[config.mk]
export PLATFORM = sky130hd
export DESIGN_NAME = lfsr_assoc_writer
export DESIGN_NICKNAME = d
export VERILOG_FILES = /design/src/rtl/lfsr_mem_pkg.sv /design/src/rtl/lfsr16_step.sv /design/src/rtl/lfsr_assoc_writer.sv
export SDC_FILE = /design/constraint.sdc
export NUM_CORES = 1
export LEC_CHECK = 0
export CAP_MARGIN = 0
export CORE_MARGIN = 2
export CORE_UTILIZATION = 50
export CTS_BUF_LIST = sky130_fd_sc_hd__clkbuf_2 sky130_fd_sc_hd__clkbuf_4 sky130_fd_sc_hd__clkbuf_8
export DETAILED_ROUTE_END_ITERATION = 8
export GPL_ROUTABILITY_DRIVEN = 0
export GPL_TIMING_DRIVEN = 1
export PLACE_DENSITY = 0.82
export SLEW_MARGIN = 20
export SYNTH_ARGS = -nofsm -noshare
export SYNTH_HDL_FRONTEND = slang
export SYNTH_HIERARCHICAL = 1
export SYNTH_SLANG_ARGS = --single-unit
[constraint.sdc]
create_clock -name Clock -period 4.1 [get_ports Clock]
set_input_delay 0.82 -clock Clock [delete_from_list [all_inputs] [get_ports Clock]]
set_output_delay 0.82 -clock Clock [all_outputs]
set_load 0.02 [all_outputs]
[src/rtl/lfsr_mem_pkg.sv]
// Shared definitions for the LFSR associative memory path (writer and search side).
// Both ends import this package so they walk the identical address sequence.
package lfsr_mem_pkg;

  localparam int unsigned DATA_W_DEF = 8;
  localparam int unsigned ADDR_W_DEF = 16;

  // Fibonacci taps for x^16+x^14+x^13+x^11+1 (bits 15,13,12,10)
  localparam logic [15:0] LFSR_TAPS = 16'hB400;
  localparam logic [15:0] SEED_DEF  = 16'hACE1;

  typedef enum logic [2:0] {
    ST_IDLE,
    ST_WRITE,
    ST_READ,
    ST_CHECK,
    ST_DONE
  } wr_state_e;

endpackage

[src/rtl/lfsr16_step.sv]
// One step of the left-shifting Fibonacci LFSR; feedback (XOR of tapped bits)
// enters bit 0. Purely combinational so the search side can reuse it.
module lfsr16_step #(
  parameter int unsigned    W    = 16,
  parameter logic [W-1:0]   TAPS = 16'hB400
) (
  input  logic [W-1:0] lfsr_i,
  output logic [W-1:0] lfsr_o
);

  assign lfsr_o = {lfsr_i[W-2:0], ^(lfsr_i & TAPS)};

endmodule

[src/rtl/lfsr_assoc_writer.sv]
// Store-side writer: assigns each accepted byte the next LFSR address, writes it
// to the shared memory and reports the address used.
// Optional read-back verification is enabled by defining LFSR_WRITER_VERIFY_EN.
//
// state    | meaning
// ---------+-------------------------------------------------------------
// ST_IDLE  | waiting for WR_Req; Clear restarts the sequence here only
// ST_WRITE | Mem_WR high at the current LFSR address
// ST_READ  | (verify) Mem_RD high at the same address
// ST_CHECK | (verify) compare read-back with the latched byte
// ST_DONE  | Done pulse; Address_out, LFSR and count already advanced
module lfsr_assoc_writer
  import lfsr_mem_pkg::*;
#(
  parameter int unsigned        DATA_W = DATA_W_DEF,
  parameter int unsigned        ADDR_W = ADDR_W_DEF,
  parameter logic [ADDR_W-1:0]  SEED   = ADDR_W'(SEED_DEF)
) (
  input  logic              Clock,
  input  logic              Reset,
  input  logic              Clear,
  input  logic [DATA_W-1:0] Data_in,
  input  logic              WR_Req,
  output logic              WR_Ack,
  output logic              Busy,
  output logic              Done,
  output logic [ADDR_W-1:0] Address_out,
  output logic              Full,
  output logic              Overflow,
`ifdef LFSR_WRITER_VERIFY_EN
  output logic              Verify_Err,
`endif
  output logic [ADDR_W-1:0] Mem_Addr,
  output logic [DATA_W-1:0] Mem_Data_out,
  output logic              Mem_WR,
  output logic              Mem_RD,
  input  logic [DATA_W-1:0] Mem_Data_in
);

  wr_state_e         state_q, state_d;
  logic [ADDR_W-1:0] lfsr_q, lfsr_d;
  logic [ADDR_W-1:0] lfsr_nxt;
  logic [ADDR_W-1:0] count_q, count_d;
  logic [ADDR_W-1:0] addr_q, addr_d;
  logic [DATA_W-1:0] data_q, data_d;
`ifdef LFSR_WRITER_VERIFY_EN
  logic              err_q, err_d;
`else
  logic              unused_rd_data;
  assign unused_rd_data = ^Mem_Data_in;
`endif

  lfsr16_step #(
    .W    (ADDR_W),
    .TAPS (ADDR_W'(LFSR_TAPS))
  ) u_step (
    .lfsr_i (lfsr_q),
    .lfsr_o (lfsr_nxt)
  );

  // Next-state and strobes; the store is committed on the edge into ST_DONE so
  // Address_out and Full are already valid while Done is high.
  always_comb begin
    state_d  = state_q;
    lfsr_d   = lfsr_q;
    count_d  = count_q;
    addr_d   = addr_q;
    data_d   = data_q;
    WR_Ack   = 1'b0;
    Overflow = 1'b0;
    Mem_WR   = 1'b0;
    Mem_RD   = 1'b0;
    Done     = 1'b0;
`ifdef LFSR_WRITER_VERIFY_EN
    err_d    = err_q;
`endif
    case (state_q)
      ST_IDLE: begin
        if (Clear) begin
          lfsr_d  = SEED;
          count_d = '0;
`ifdef LFSR_WRITER_VERIFY_EN
          err_d   = 1'b0;
`endif
        end else if (WR_Req) begin
          if (Full) begin
            Overflow = 1'b1;
          end else begin
            WR_Ack  = 1'b1;
            data_d  = Data_in;
            state_d = ST_WRITE;
          end
        end
      end
      ST_WRITE: begin
        Mem_WR = 1'b1;
`ifdef LFSR_WRITER_VERIFY_EN
        state_d = ST_READ;
`else
        addr_d  = lfsr_q;
        lfsr_d  = lfsr_nxt;
        count_d = count_q + ADDR_W'(1);
        state_d = ST_DONE;
`endif
      end
`ifdef LFSR_WRITER_VERIFY_EN
      ST_READ: begin
        Mem_RD  = 1'b1;
        state_d = ST_CHECK;
      end
      ST_CHECK: begin
        if (Mem_Data_in != data_q) begin
          err_d = 1'b1;
        end
        addr_d  = lfsr_q;
        lfsr_d  = lfsr_nxt;
        count_d = count_q + ADDR_W'(1);
        state_d = ST_DONE;
      end
`endif
      ST_DONE: begin
        Done    = 1'b1;
        state_d = ST_IDLE;
      end
      default: state_d = ST_IDLE;
    endcase
  end

  // State and datapath registers.
  always_ff @(posedge Clock or posedge Reset) begin
    if (Reset) begin
      state_q <= ST_IDLE;
      lfsr_q  <= SEED;
      count_q <= '0;
      addr_q  <= '0;
      data_q  <= '0;
`ifdef LFSR_WRITER_VERIFY_EN
      err_q   <= 1'b0;
`endif
    end else begin
      state_q <= state_d;
      lfsr_q  <= lfsr_d;
      count_q <= count_d;
      addr_q  <= addr_d;
      data_q  <= data_d;
`ifdef LFSR_WRITER_VERIFY_EN
      err_q   <= err_d;
`endif
    end
  end

  assign Busy         = (state_q != ST_IDLE);
  assign Full         = (count_q == {ADDR_W{1'b1}});
  assign Address_out  = addr_q;
  assign Mem_Addr     = lfsr_q;
  assign Mem_Data_out = data_q;
`ifdef LFSR_WRITER_VERIFY_EN
  assign Verify_Err   = err_q;
`endif

endmodule

# After elaboration in Yosys (flattened, before gate mapping)
# Cells that the tools add are included.
# totals
reg_bits,59
elab_cells,40
in_bits,20
output_inout_bits,47
# op_classes
n_bitwise,2
eq_ne,7
mux,18
n_reduce_logical,7
add_sub_neg,1
# ops
cell,n
$pmux 16 s2,2
$mux 16,2
$add 16x1->16 const B,1
$eq 16x16->1 const B,1
$reduce_xor 16->1,1
$mux 1,10
$mux 3,3
$ne 2x2->1 const B,4
$pmux 3 s2,1
$reduce_and 4->1,1
$eq 3x1->1 const B,1
$eq 3x3->1 const B,1
$logic_not 3->1,1
$reduce_and 3->1,1
$reduce_bool 3->1,1
$not 1->1,2
$reduce_and 2->1,1
$reduce_bool 2->1,1

# Depth between registers and ports, before layout
# logic_depth
word_depth,5
mapped_depth,6
mapped_depth_nobuf,5

# Modules after synthesis
# The synthesis kept the hierarchy.
# modules_own_cells
module,instances,area_per_inst_um2,seq_area_each_um2,cells_per_inst
lfsr_assoc_writer,1,2407.3,1461.4,222
lfsr16_step,1,138.9,0.0,18

# Worst setup path before layout
# No wires, ideal clock.
# synth_path
kind,flip-flop to output port
startpoint,register count_q[6]
endpoint,output Overflow
arrival_time_ns,1.655
path_buffers,1
required_time_ns,3.280
path_stages_with_launch,5
setup_slack_ns,1.625
path_cell_list,dfrtp_1 nand4_2 or2_0 buf_2 nor4_1
# synth_between
elab_chain_cells,5
# synth_rtl
element,line_no,text
"start, declared",lfsr_assoc_writer.sv:43,"logic [ADDR_W-1:0] count_q, count_d;"
"start signal, assigned",lfsr_assoc_writer.sv:143,count_q <= count_d;
$eq 16x16->1,lfsr_assoc_writer.sv:153,assign Full = (count_q == {ADDR_W{1'b1}});
$mux 1,lfsr_assoc_writer.sv:86,if (Full) begin
$mux 1,lfsr_assoc_writer.sv:85,end else if (WR_Req) begin
$mux 1,lfsr_assoc_writer.sv:79,if (Clear) begin
$mux 1,lfsr_assoc_writer.sv:77,case (state_q)
"end, declared",lfsr_assoc_writer.sv:29,"output logic Overflow,"
# Every way passes these cells.

# Final worst setup path
# layout_path
startpoint,input Clear
endpoint,output Overflow
# layout_between
elab_chain_cells,2
# layout_rtl
element,line_no,text
"start, declared",lfsr_assoc_writer.sv:21,"input logic Clear,"
$mux 1,lfsr_assoc_writer.sv:79,
$mux 1,lfsr_assoc_writer.sv:77,
# Every way passes these cells.

==> run_results.csv <==
group,metric,value,unit
cells_and_area,diodes,0,
placement,dp_slack,0.903,ns
pwr,power_leakage,0.00144,uW
placement,hpwlAfterDp,3370,um
sta,period_needed,3.23,ns
synth,ys.flop_type,"dfrtp_1",
clock_tree,clock_sinks,58,
synth,yosysMostFrequentCell,"nand2_1",
critical_path,slowest_delay,0.66,ns
sta,setup_viol_count_final,0,
pwr,seqPwrFrac,0.436,
pwr,power_density,493,mW/mm^2
clock_tree,cts_resized,0,
placement,io_buffer_count,57,
placement,dp_cells,343,
synth,synthArstFlopShare,1.00,
critical_path,endpoint_kind,"primary output",
sta,fin_crit_sh,0.787,
cells_and_area,final_util,0.682,
drt,wl_per_cell,14.3,um
cells_and_area,finalNonFillerCells,359,
sta,grt_setup_unrepaired,"no",
die,die-area,0.00568,sq mm
critical_path,crit_path_start_kind,"primary input",
die,initial_core_util,0.529,
die,pin_count,67,
drt,drt_iter0_drc,129,
pwr,peakVddDrop,0.000297,V
global_route,first_global_vias,1801,
clock_tree,clkTransAtPathRegs,0.06,ns
synth,postSynthAreaPerCell,10.6,sq um
pwr,power_frac_clock,0.335,
pwr,switching_share,0.279,
clock_tree,h-tree-depth,3,
cells_and_area,seq_area,0.00146,sq mm
pwr,switchingPower,452,uW
critical_path,worstPathMaxFanout,5,
sta,hold_viol_final,0,
synth,syn-cell-area,0.00255,sq mm
synth,yosysUniqueCellTypes,39,
global_route,grt_pass1_wl,8420,um
synth,synth-seq-cells,58,
drt,first_pass_iters,4,
global_route,grt_start_max_net_pins,35,
synth,syn_nets,261,
drt,via_count,1829,
sta,max_freq,310,MHz
die,rows,25,
sta,fin_tns_setup,0,ns
clock_tree,insertion_delay,0.33,ns
drt,routed_via_density,5.09,
sta,setup_slack,0.875,ns
clock_tree,cts_buffer_depth,2,
pwr,p_int,1170,uW
pwr,p_comb_frac,0.229,
hold_path,worstHoldPathType,"reg -> reg",
clock_tree,numCtsBuffers,9,
sta,slew-limit-headroom,0.535,
drt,wl,5140,um
synth,synth.top_cell.area_share,0.491,
global_route,antenna_found_initial,0,
drt,drc,0,
clock_tree,post_cts.repair.setup_buffers,0,
synth,yosys-top-cells-area,"dfrtp_1 (49%), dfstp_2 (8.3%), nand2_1 (8.3%)",
synth,synth_top_area_cell,"dfrtp_1",
die,fp.dieH,75.4,um
synth,ys_top_cells_by_count,"nand2_1 (56), dfrtp_1 (50), buf_4 (16)",
clock_tree,root_buffer,"clkbuf_8",
cells_and_area,fin_nets,308,
drt,drtAntennaViolNets,0,
cells_and_area,fillers,369,
critical_path,crit_path_cell_trace,"clkdlybuf4s50_1 -> nand3b_1 -> nor4_1 -> clkdlybuf4s50_1",
critical_path,cp_common_cell,"clkdlybuf4s50_1",
critical_path,cpMaxStageDelayCell,"clkdlybuf4s50_1",
cells_and_area,drive_gt1_frac,0.147,
synth,synth-edff-count,0,
clock_tree,cts_tree,"yes",
synth,yosysSeqAreaShare,0.574,
cells_and_area,area_growth,29.0,%
critical_path,crit_required,3.28,ns
sta,max_slew.worst_pin.slew,0.697,ns
sta,maxSlewViolCount,0,
status,run_status,"finished clean",
critical_path,cp.arrival,2.41,ns
critical_path,critPathKind,"in -> out",
synth,yosys_warnings,6,
die,coreArea,0.00482,sq mm
global_route,grtUsageTotal,0.203,
die,die_w,75.4,um
global_route,grt_remaining_overflow,0,
flow_run,cap_viol_max_count,0,
cells_and_area,multi_input_area,907,sq um
sta,clock_skew,0.00589,ns
clock_tree,cts_hold_buf,0,
synth,syn_inst,240,
sequential cells by signal, summed over array words and instances (netlist names):
register,flops
Address_out,16
count_q,16
Mem_Addr,16
state_q,2
Mem_Data_out,8
cells by family (layout without fill, tap and decap cells):
kind of cell,count (synthesis),after routing,synth area share
DFF,58,58,0.574
xor gates and xnor gates,11,11,0.0378
buffers and inverters,31,83,0.0698
AOI/OAI and AO/OA,29,29,0.0899
and+or+nand+nor,99,99,0.179
other,1,1,0.00147
muxes,10,10,0.0432
adders and majority gates,1,1,0.00491
path summary, 6_finish.rpt:
kind	slack, ns	start	cells after the start	to
min in group asynchronous	0.93	Reset	2	Mem_Data_out[3]$_DFFE_PP0P_
max in group asynchronous	2.34	Reset	3	Mem_Addr[0]$_DFFE_PP1P_
worst max register to register	2.29	count_q[0]$_DFFE_PP0P_	5	Mem_Data_out[3]$_DFFE_PP0P_
worst min register to register	0.47	Address_out[9]$_DFFE_PP0P_	2	Address_out[9]$_DFFE_PP0P_
worst max-delay path	0.87	Clear	4	Overflow
worst min-delay path	0.47	Address_out[9]$_DFFE_PP0P_	2	Address_out[9]$_DFFE_PP0P_
metrics by stage:
step / cell area (sq um) / total power, uW / hold WS, ns
final: 3280 / 1620 / 0.470
after global placement: 3080 / 1080 / 0.461
after global routing: 3280 / 1690 / 0.512
after CTS: 3280 / 1630 / 0.478
after detailed placement: 3080 / 1090 / 0.462
after floorplan: 2550 / 922 / 0.510
per-layer routing:
| metal | wire, um | track usage | up-vias | share of wire |
|---|---|---|---|---|
| li1 | - | - | 887 | - |
| met4 | 68 | 0.0955 | 0 | 0.013 |
| met1 | 2300 | 0.261 | 894 | 0.45 |
| met2 | 2560 | 0.306 | 40 | 0.50 |
| met5 | 0 | 0 | - | 0 |
| met3 | 219 | 0.0754 | 8 | 0.043 |
layout by cell type, fill, tap and decap left out, drive strengths merged, types with 4 or more instances in the layout:
cell type	n
nor2	13
dfstp	8
xnor2	9
clkdlybuf4s50	57
inv	5
buf	4
nand4	6
o22a	8
nand2	56
dfrtp	50
nand3	4
a22o	10
clkbuf	14
mux2	8
a21oi	4
nor3	4
nor4	5
area by class of cell:
class | instances | share of cell area
repair buffers | 61 | 0.183
clock inverters | 2 | 0.0107
inverters | 6 | 0.00686
flip-flops and latches | 58 | 0.445
multi-input cells | 151 | 0.276
well taps | 67 | 0.0255
clock buffers | 14 | 0.0530
critical path, delay by kind of cell:
kind                   cells  cell delay (ns)
buffers and inverters      2             1.13
AND/OR/NAND/NOR            2             0.45
power by group through the flow:
stage          sequential [uW]  clock, uW  combinational [uW]
2_1_floorplan              791          0                 131
3_3_place_gp               712          0                 365
3_5_place_dp               713          0                 374
4_1_cts                    706        552                 376
5_1_grt                    716        579                 398
6_report                   706        542                 371
(Power assumes the default switching activity.)
